`config.mk`:
```
export PLATFORM = sky130hd
export DESIGN_NAME = move_scheduler
export DESIGN_NICKNAME = d
export VERILOG_FILES = /design/src/rtl/move_scheduler_pkg.sv /design/src/rtl/move_scheduler_tick_divider.sv /design/src/rtl/move_scheduler.sv
export SDC_FILE = /design/constraint.sdc
export NUM_CORES = 1
export LEC_CHECK = 0
export BUFFER_PORTS_ARGS = -buffer_cell sky130_fd_sc_hd__buf_4
export CAP_MARGIN = 5
export CELL_PAD_IN_SITES_DETAIL_PLACEMENT = 0
export CELL_PAD_IN_SITES_GLOBAL_PLACEMENT = 1
export CORE_MARGIN = 3
export CORE_UTILIZATION = 47
export CTS_BUF_LIST = sky130_fd_sc_hd__clkbuf_8
export DETAILED_ROUTE_END_ITERATION = 7
export PLACE_DENSITY = 0.9
export SKIP_CTS_REPAIR_TIMING = 1
export SYNTH_ARGS = -nofsm -noshare
export SYNTH_HDL_FRONTEND = slang
export SYNTH_SLANG_ARGS = --single-unit
```
`constraint.sdc`:
```
create_clock -name clock -period 3.3 [get_ports clock]
set_input_delay 0.165 -clock clock [delete_from_list [all_inputs] [get_ports clock]]
set_output_delay 0.165 -clock clock [all_outputs]
set_load 0.05 [all_outputs]
```
`src/rtl/move_scheduler_pkg.sv`:
```
// Shared types for the sprite move scheduler: state encoding, direction codes,
// screen limits and the fixed-priority direction picker.
package move_scheduler_pkg;

    localparam int unsigned SCREEN_X_MAX = 159;
    localparam int unsigned SCREEN_Y_MAX = 119;
    localparam int unsigned X_W          = 8;
    localparam int unsigned Y_W          = 7;

    // One-hot so the state register doubles as the LED display value.
    typedef enum logic [5:0] {
        ST_IDLE      = 6'b000001,
        ST_WAIT_TICK = 6'b000010,
        ST_ERASE     = 6'b000100,
        ST_STEP      = 6'b001000,
        ST_DRAW      = 6'b010000,
        ST_DONE      = 6'b100000
    } state_e;

    typedef enum logic [2:0] {
        DIR_NONE  = 3'd0,
        DIR_RIGHT = 3'd1,
        DIR_LEFT  = 3'd2,
        DIR_DOWN  = 3'd3,
        DIR_UP    = 3'd4
    } dir_e;

    typedef struct packed {
        logic [X_W-1:0] x;
        logic [Y_W-1:0] y;
    } pos_t;

    // Lowest request bit wins: right > left > down > up.
    function automatic dir_e pick_dir(input logic [3:0] req);
        dir_e d;
        d = DIR_NONE;
        if (req[0])      d = DIR_RIGHT;
        else if (req[1]) d = DIR_LEFT;
        else if (req[2]) d = DIR_DOWN;
        else if (req[3]) d = DIR_UP;
        return d;
    endfunction

endpackage

```
`src/rtl/move_scheduler_tick_divider.sv`:
```
// Free-running divider: one-cycle tick every TICK_DIV clocks.
module tick_divider #(
    parameter int unsigned TICK_DIV = 5000000
) (
    input  logic clock,
    input  logic reset,
    output logic tick
);

    localparam int unsigned CNT_W = (TICK_DIV > 1) ? $clog2(TICK_DIV) : 1;
    localparam logic [CNT_W-1:0] RELOAD = CNT_W'(TICK_DIV - 1);

    logic [CNT_W-1:0] cnt_q, cnt_d;
    logic             tick_q, tick_d;

    always_comb begin
        cnt_d  = (cnt_q == '0) ? RELOAD : cnt_q - CNT_W'(1);
        tick_d = (cnt_d == '0);
    end

    always_ff @(posedge clock or posedge reset) begin
        if (reset) begin
            cnt_q  <= RELOAD;
            tick_q <= 1'b0;
        end else begin
            cnt_q  <= cnt_d;
            tick_q <= tick_d;
        end
    end

    assign tick = tick_q;

endmodule

```
`src/rtl/move_scheduler.sv`:
```
// Tick-paced sprite mover: erases the sprite, steps one pixel in the latched
// direction with edge saturation, redraws it, then pulses move_done.
module move_scheduler
    import move_scheduler_pkg::*;
#(
    parameter int unsigned TICK_DIV = 5000000,
    parameter int unsigned X_MAX    = SCREEN_X_MAX,
    parameter int unsigned Y_MAX    = SCREEN_Y_MAX,
    parameter int unsigned X_INIT   = 80,
    parameter int unsigned Y_INIT   = 60
) (
    input  logic           clock,
    input  logic           reset,
    input  logic [3:0]     dir_req,
    input  logic           halt,
    input  logic           draw_ready,
    output logic           draw_valid,
    output logic           draw_erase,
    output logic [X_W-1:0] xout,
    output logic [Y_W-1:0] yout,
    output logic           busy,
    output logic           move_done,
    output logic [5:0]     state_led
);

    localparam pos_t POS_INIT = '{x: X_W'(X_INIT), y: Y_W'(Y_INIT)};

    logic   tick;
    state_e state_q, state_d;
    dir_e   dir_q, dir_d;
    pos_t   pos_q, pos_d;
    logic   dv_q, dv_d;
    logic   de_q, de_d;
    logic   busy_q, busy_d;
    logic   done_q, done_d;

    tick_divider #(
        .TICK_DIV (TICK_DIV)
    ) u_tick (
        .clock (clock),
        .reset (reset),
        .tick  (tick)
    );

    always_ff @(posedge clock or posedge reset) begin
        if (reset) begin
            state_q <= ST_IDLE;
            dir_q   <= DIR_NONE;
            pos_q   <= POS_INIT;
            dv_q    <= 1'b0;
            de_q    <= 1'b0;
            busy_q  <= 1'b0;
            done_q  <= 1'b0;
        end else begin
            state_q <= state_d;
            dir_q   <= dir_d;
            pos_q   <= pos_d;
            dv_q    <= dv_d;
            de_q    <= de_d;
            busy_q  <= busy_d;
            done_q  <= done_d;
        end
    end

    // Next state and position; outputs are decoded from the next state so they
    // register in step with the state they belong to.
    always_comb begin
        state_d = state_q;
        dir_d   = dir_q;
        pos_d   = pos_q;

        unique case (state_q)
            ST_IDLE: begin
                if (dir_req != 4'b0000) begin
                    dir_d   = pick_dir(dir_req);
                    state_d = ST_WAIT_TICK;
                end
            end
            ST_WAIT_TICK: begin
                if (halt) begin
                    dir_d   = DIR_NONE;
                    state_d = ST_IDLE;
                end else if (tick) begin
                    state_d = ST_ERASE;
                end
            end
            ST_ERASE: begin
                if (dv_q && draw_ready) state_d = ST_STEP;
            end
            ST_STEP: begin
                unique case (dir_q)
                    DIR_RIGHT: if (pos_q.x != X_W'(X_MAX)) pos_d.x = pos_q.x + X_W'(1);
                    DIR_LEFT:  if (pos_q.x != '0)          pos_d.x = pos_q.x - X_W'(1);
                    DIR_DOWN:  if (pos_q.y != Y_W'(Y_MAX)) pos_d.y = pos_q.y + Y_W'(1);
                    DIR_UP:    if (pos_q.y != '0)          pos_d.y = pos_q.y - Y_W'(1);
                    default:   pos_d = pos_q;
                endcase
                state_d = ST_DRAW;
            end
            ST_DRAW: begin
                if (dv_q && draw_ready) state_d = ST_DONE;
            end
            ST_DONE: begin
                if (halt) begin
                    dir_d   = DIR_NONE;
                    state_d = ST_IDLE;
                end else if (dir_req != 4'b0000) begin
                    dir_d   = pick_dir(dir_req);
                    state_d = ST_WAIT_TICK;
                end else begin
                    dir_d   = DIR_NONE;
                    state_d = ST_IDLE;
                end
            end
            default: begin
                dir_d   = DIR_NONE;
                state_d = ST_IDLE;
            end
        endcase

        dv_d   = (state_d == ST_ERASE) || (state_d == ST_DRAW);
        de_d   = (state_d == ST_ERASE);
        busy_d = (state_d != ST_IDLE);
        done_d = (state_d == ST_DONE);
    end

    assign draw_valid = dv_q;
    assign draw_erase = de_q;
    assign xout       = pos_q.x;
    assign yout       = pos_q.y;
    assign busy       = busy_q;
    assign move_done  = done_q;
    assign state_led  = state_q;

endmodule

```
==> flow_summary.toml <==
[status]
status = "completed"

[timing]
rsz0062_at_grt = "false"
period_minus_slack_ns = 2.86
hold_violations = 0
slew_viol_final = 0
setup_viol = 0
slew_headroom = 0.432
worst_pin_slew_ns = 0.851
fmax_mhz = 349
tns_ns = 0
whs_ns = 0.0297
period_share = 0.868
clock_skew_ns = 0.00867

[global_route]
gr-total-overflow = 0
antenna_found_initial = 0
grt_start_max_net_pins = 41
grt_first_pass_wirelength_um = 11100
grt_use_total = 0.180
grt_pass1_vias = 2448

[worst_hold_path]
min_path_type = "in2async"

[yosys]
muxShareOfSynthArea = 0.0106
synth-compound-area-share = 0.141
yosysSeqAreaShare = 0.416
async_flop_share = 1.00
synthAdderAreaFrac = 0.0636
synth_top_family_by_area = "simple AND/OR/NAND/NOR gates"
ys_types = 52
synth_area_leader_cell = "dfrtp_1"
synth-edff-count = 0
syn_avg_cell_area_um2 = 9.23
synth_area_leaders = "dfrtp_1, dfstp_2, ha_1"
ys_ff_latch = 52
yosys.area_share.simple = 0.252
syn-cell-area_um2 = 3190
synth_cells = 345
synthXorXnorAreaFrac = 0.0797
yosys_warnings = 0
synth_top_area_share = 0.251
syn_nets = 368
synth_ff_type = "dfrtp_1"

[worst_setup_path]
cp-end-kind = "register"
crit_fanout = 4
required_ns = 3.50
start_kind = "register"
crit_arrival_ns = 3.06
crit_type = "reg2reg"

[route]
first_pass_iters = 4
wl_per_cell_um = 14.5
vias = 2573
drc_errors = 0
drtAntennaViolNets = 0
viasPerCell = 5.65
drtIter0Drc = 63
totalWireLength_um = 6610

[layout]
drive_above_1_share = 0.188
num_antenna_cells = 0
finish.net_count = 400
synthToLayoutAreaGrowth_pct = 12.8
final_area_um2 = 3590
n_fill_cell = 604
post-route-util = 0.556

[placement]
dpl_cell_area_um2 = 3510
port_buffers = 32
gp_congestion = 0.845
dp_hpwl_um = 4870

[clock_network]
ctsLongestPathBuffers = 2
cts-htree-levels = 2
path_clk_slew_ns = 0.09
cts.root.buffer_cell = "clkbuf_8"
insertion_delay_ns = 0.31
cts_tree = "built"
clock-sinks = 52
cts_buffers = 5

[power_and_ir_drop]
switching_power_uw = 437
seq_power_share = 0.525
power.share.switching = 0.319
cell_internal_pwr_uw = 934
power_leakage_nw = 1.52
ir_drop_v = 0.000261
pwr-share-clk = 0.253
comb_power_share = 0.222
power_density_nw_per_um2 = 382

[floorplan]
die_area_um2 = 7800
io-pin-count = 33
rows = 29
start_util = 0.493
core_um2 = 6460
die_x_um = 88.3
die_h_um = 88.3

[run]
cap_viol_max_count = 0
## cell usage in the layout, fill, tap and decap left out, types with 3 or more instances in the layout
master and count:
a211oi_1 3, a22oi_1 3, nand3_1 6, o31ai_1 4, o21ai_1 8, nand2_1 36, a21oi_1 11, o21a_1 6
o21ai_0 17, nor2b_1 4, dfrtp_1 32, xnor2_1 17, ha_1 13, nand4_1 5, nor2_1 23, inv_1 19
a31oi_1 4, dfstp_2 20, a21o_1 3, nor3b_1 5, nor3_1 17, nor4_1 12, or4_1 7, nand2b_1 3
buf_4 37, xor2_1 12, clkbuf_8 5, or3_1 10, nand3b_1 4
## logic make-up (layout without fill, tap and decap cells)
logic type	Yosys count	count (layout)
flip-flops	52	52
AO/OA/AOI/OAI	69	69
multiplexers	3	3
adder cells (fa/ha/maj)	15	15
XOR/XNOR	29	29
AND/OR/NAND/NOR	147	147
buffers and inverters	30	63
## worst paths after layout
check	start	cells past startpoint	endpoint	slack, ns
worst max-delay path	u_tick.cnt_q[0]	8	u_tick.tick	0.44
worst min-delay path	reset	2	yout[0]	0.03
worst max register to register	u_tick.cnt_q[0]	8	u_tick.tick	0.44
worst min register to register	u_tick.cnt_q[0]	1	u_tick.cnt_q[0]	0.47
max in group asynchronous	reset	3	u_tick.cnt_q[3]	2.50
min in group clock	dir_req[0]	2	dir_q[1]	0.05
## flip-flops by register name, summed over array words and instances, names as in the netlist
| signal | flops |
|---|---|
| u_tick.cnt_q | 23 |
| xout | 8 |
| yout | 7 |
| state_led | 6 |
| dir_q | 3 |
| busy | 1 |
| draw_erase | 1 |
| draw_valid | 1 |
| move_done | 1 |
| u_tick.tick | 1 |
## layer usage
metal	routed length, um	track usage	up-vias
met5	0	0	-
met1	3110	0.247	1210
li1	-	-	1302
met2	3140	0.290	48
met3	230	0.0289	13
met4	129	0.0659	0
## synthesized netlist by cell type, drive strengths merged, types with 2 or more instances
library cell / instances
and2: 2
o31ai: 4
inv: 18
clkbuf: 11
dfrtp: 32
mux2: 3
xor2: 12
nor4: 14
a31oi: 4
nand2: 36
nand4: 5
nor3b: 5
dfstp: 20
o21a: 6
a211oi: 3
a21oi: 11
o21bai: 2
or3: 10
nand2b: 3
nor3: 17
a21boi: 2
ha: 13
or2: 3
or4: 8
nand3: 6
a21o: 3
xnor2: 17
nor2: 23
nand3b: 4
and3: 2
o21ai: 25
a22oi: 3
fa: 2
nor2b: 4
## layout make-up
cell class | instances | area (um2) | share of cell area
timing repair buffer | 37 | 278 | 0.0773
clock buffer | 5 | 68.8 | 0.0192
multi-input combinational | 263 | 1740 | 0.485
sequential | 52 | 1330 | 0.369
clock inverter | 3 | 12.5 | 0.00348
inverter | 18 | 67.6 | 0.0188
tap | 77 | 96.3 | 0.0268
## worst max-delay path, stage by stage, from the launching register on
cell and delay, ns:
dfstp_2 0.39, inv_1 0.09, ha_1 0.23, or4b_1 0.47, or4_1 0.48, xor2_1 0.16, nand2_1 0.08, or4_4 0.57
a2111oi_4 0.29
## power by group through the flow
stage	Clock, mW	Sequential, mW	Combinational [mW]
3_5_place_dp	0	0.732	0.307
3_3_place_gp	0	0.733	0.302
4_1_cts	0.358	0.720	0.308
6_report	0.347	0.720	0.305
2_1_floorplan	0	0.767	0.187
5_1_grt	0.384	0.727	0.339
## through the flow
stage / cells / setup WS [ns] / power [mW]
2_1_floorplan: 345 / 0.477 / 0.954
3_3_place_gp: 447 / 0.543 / 1.03
3_5_place_dp: 447 / 0.455 / 1.04
4_1_cts: 455 / 0.429 / 1.39
5_1_grt: 455 / 0.256 / 1.45
6_report: 455 / 0.436 / 1.37
(Power assumes the default switching activity.)
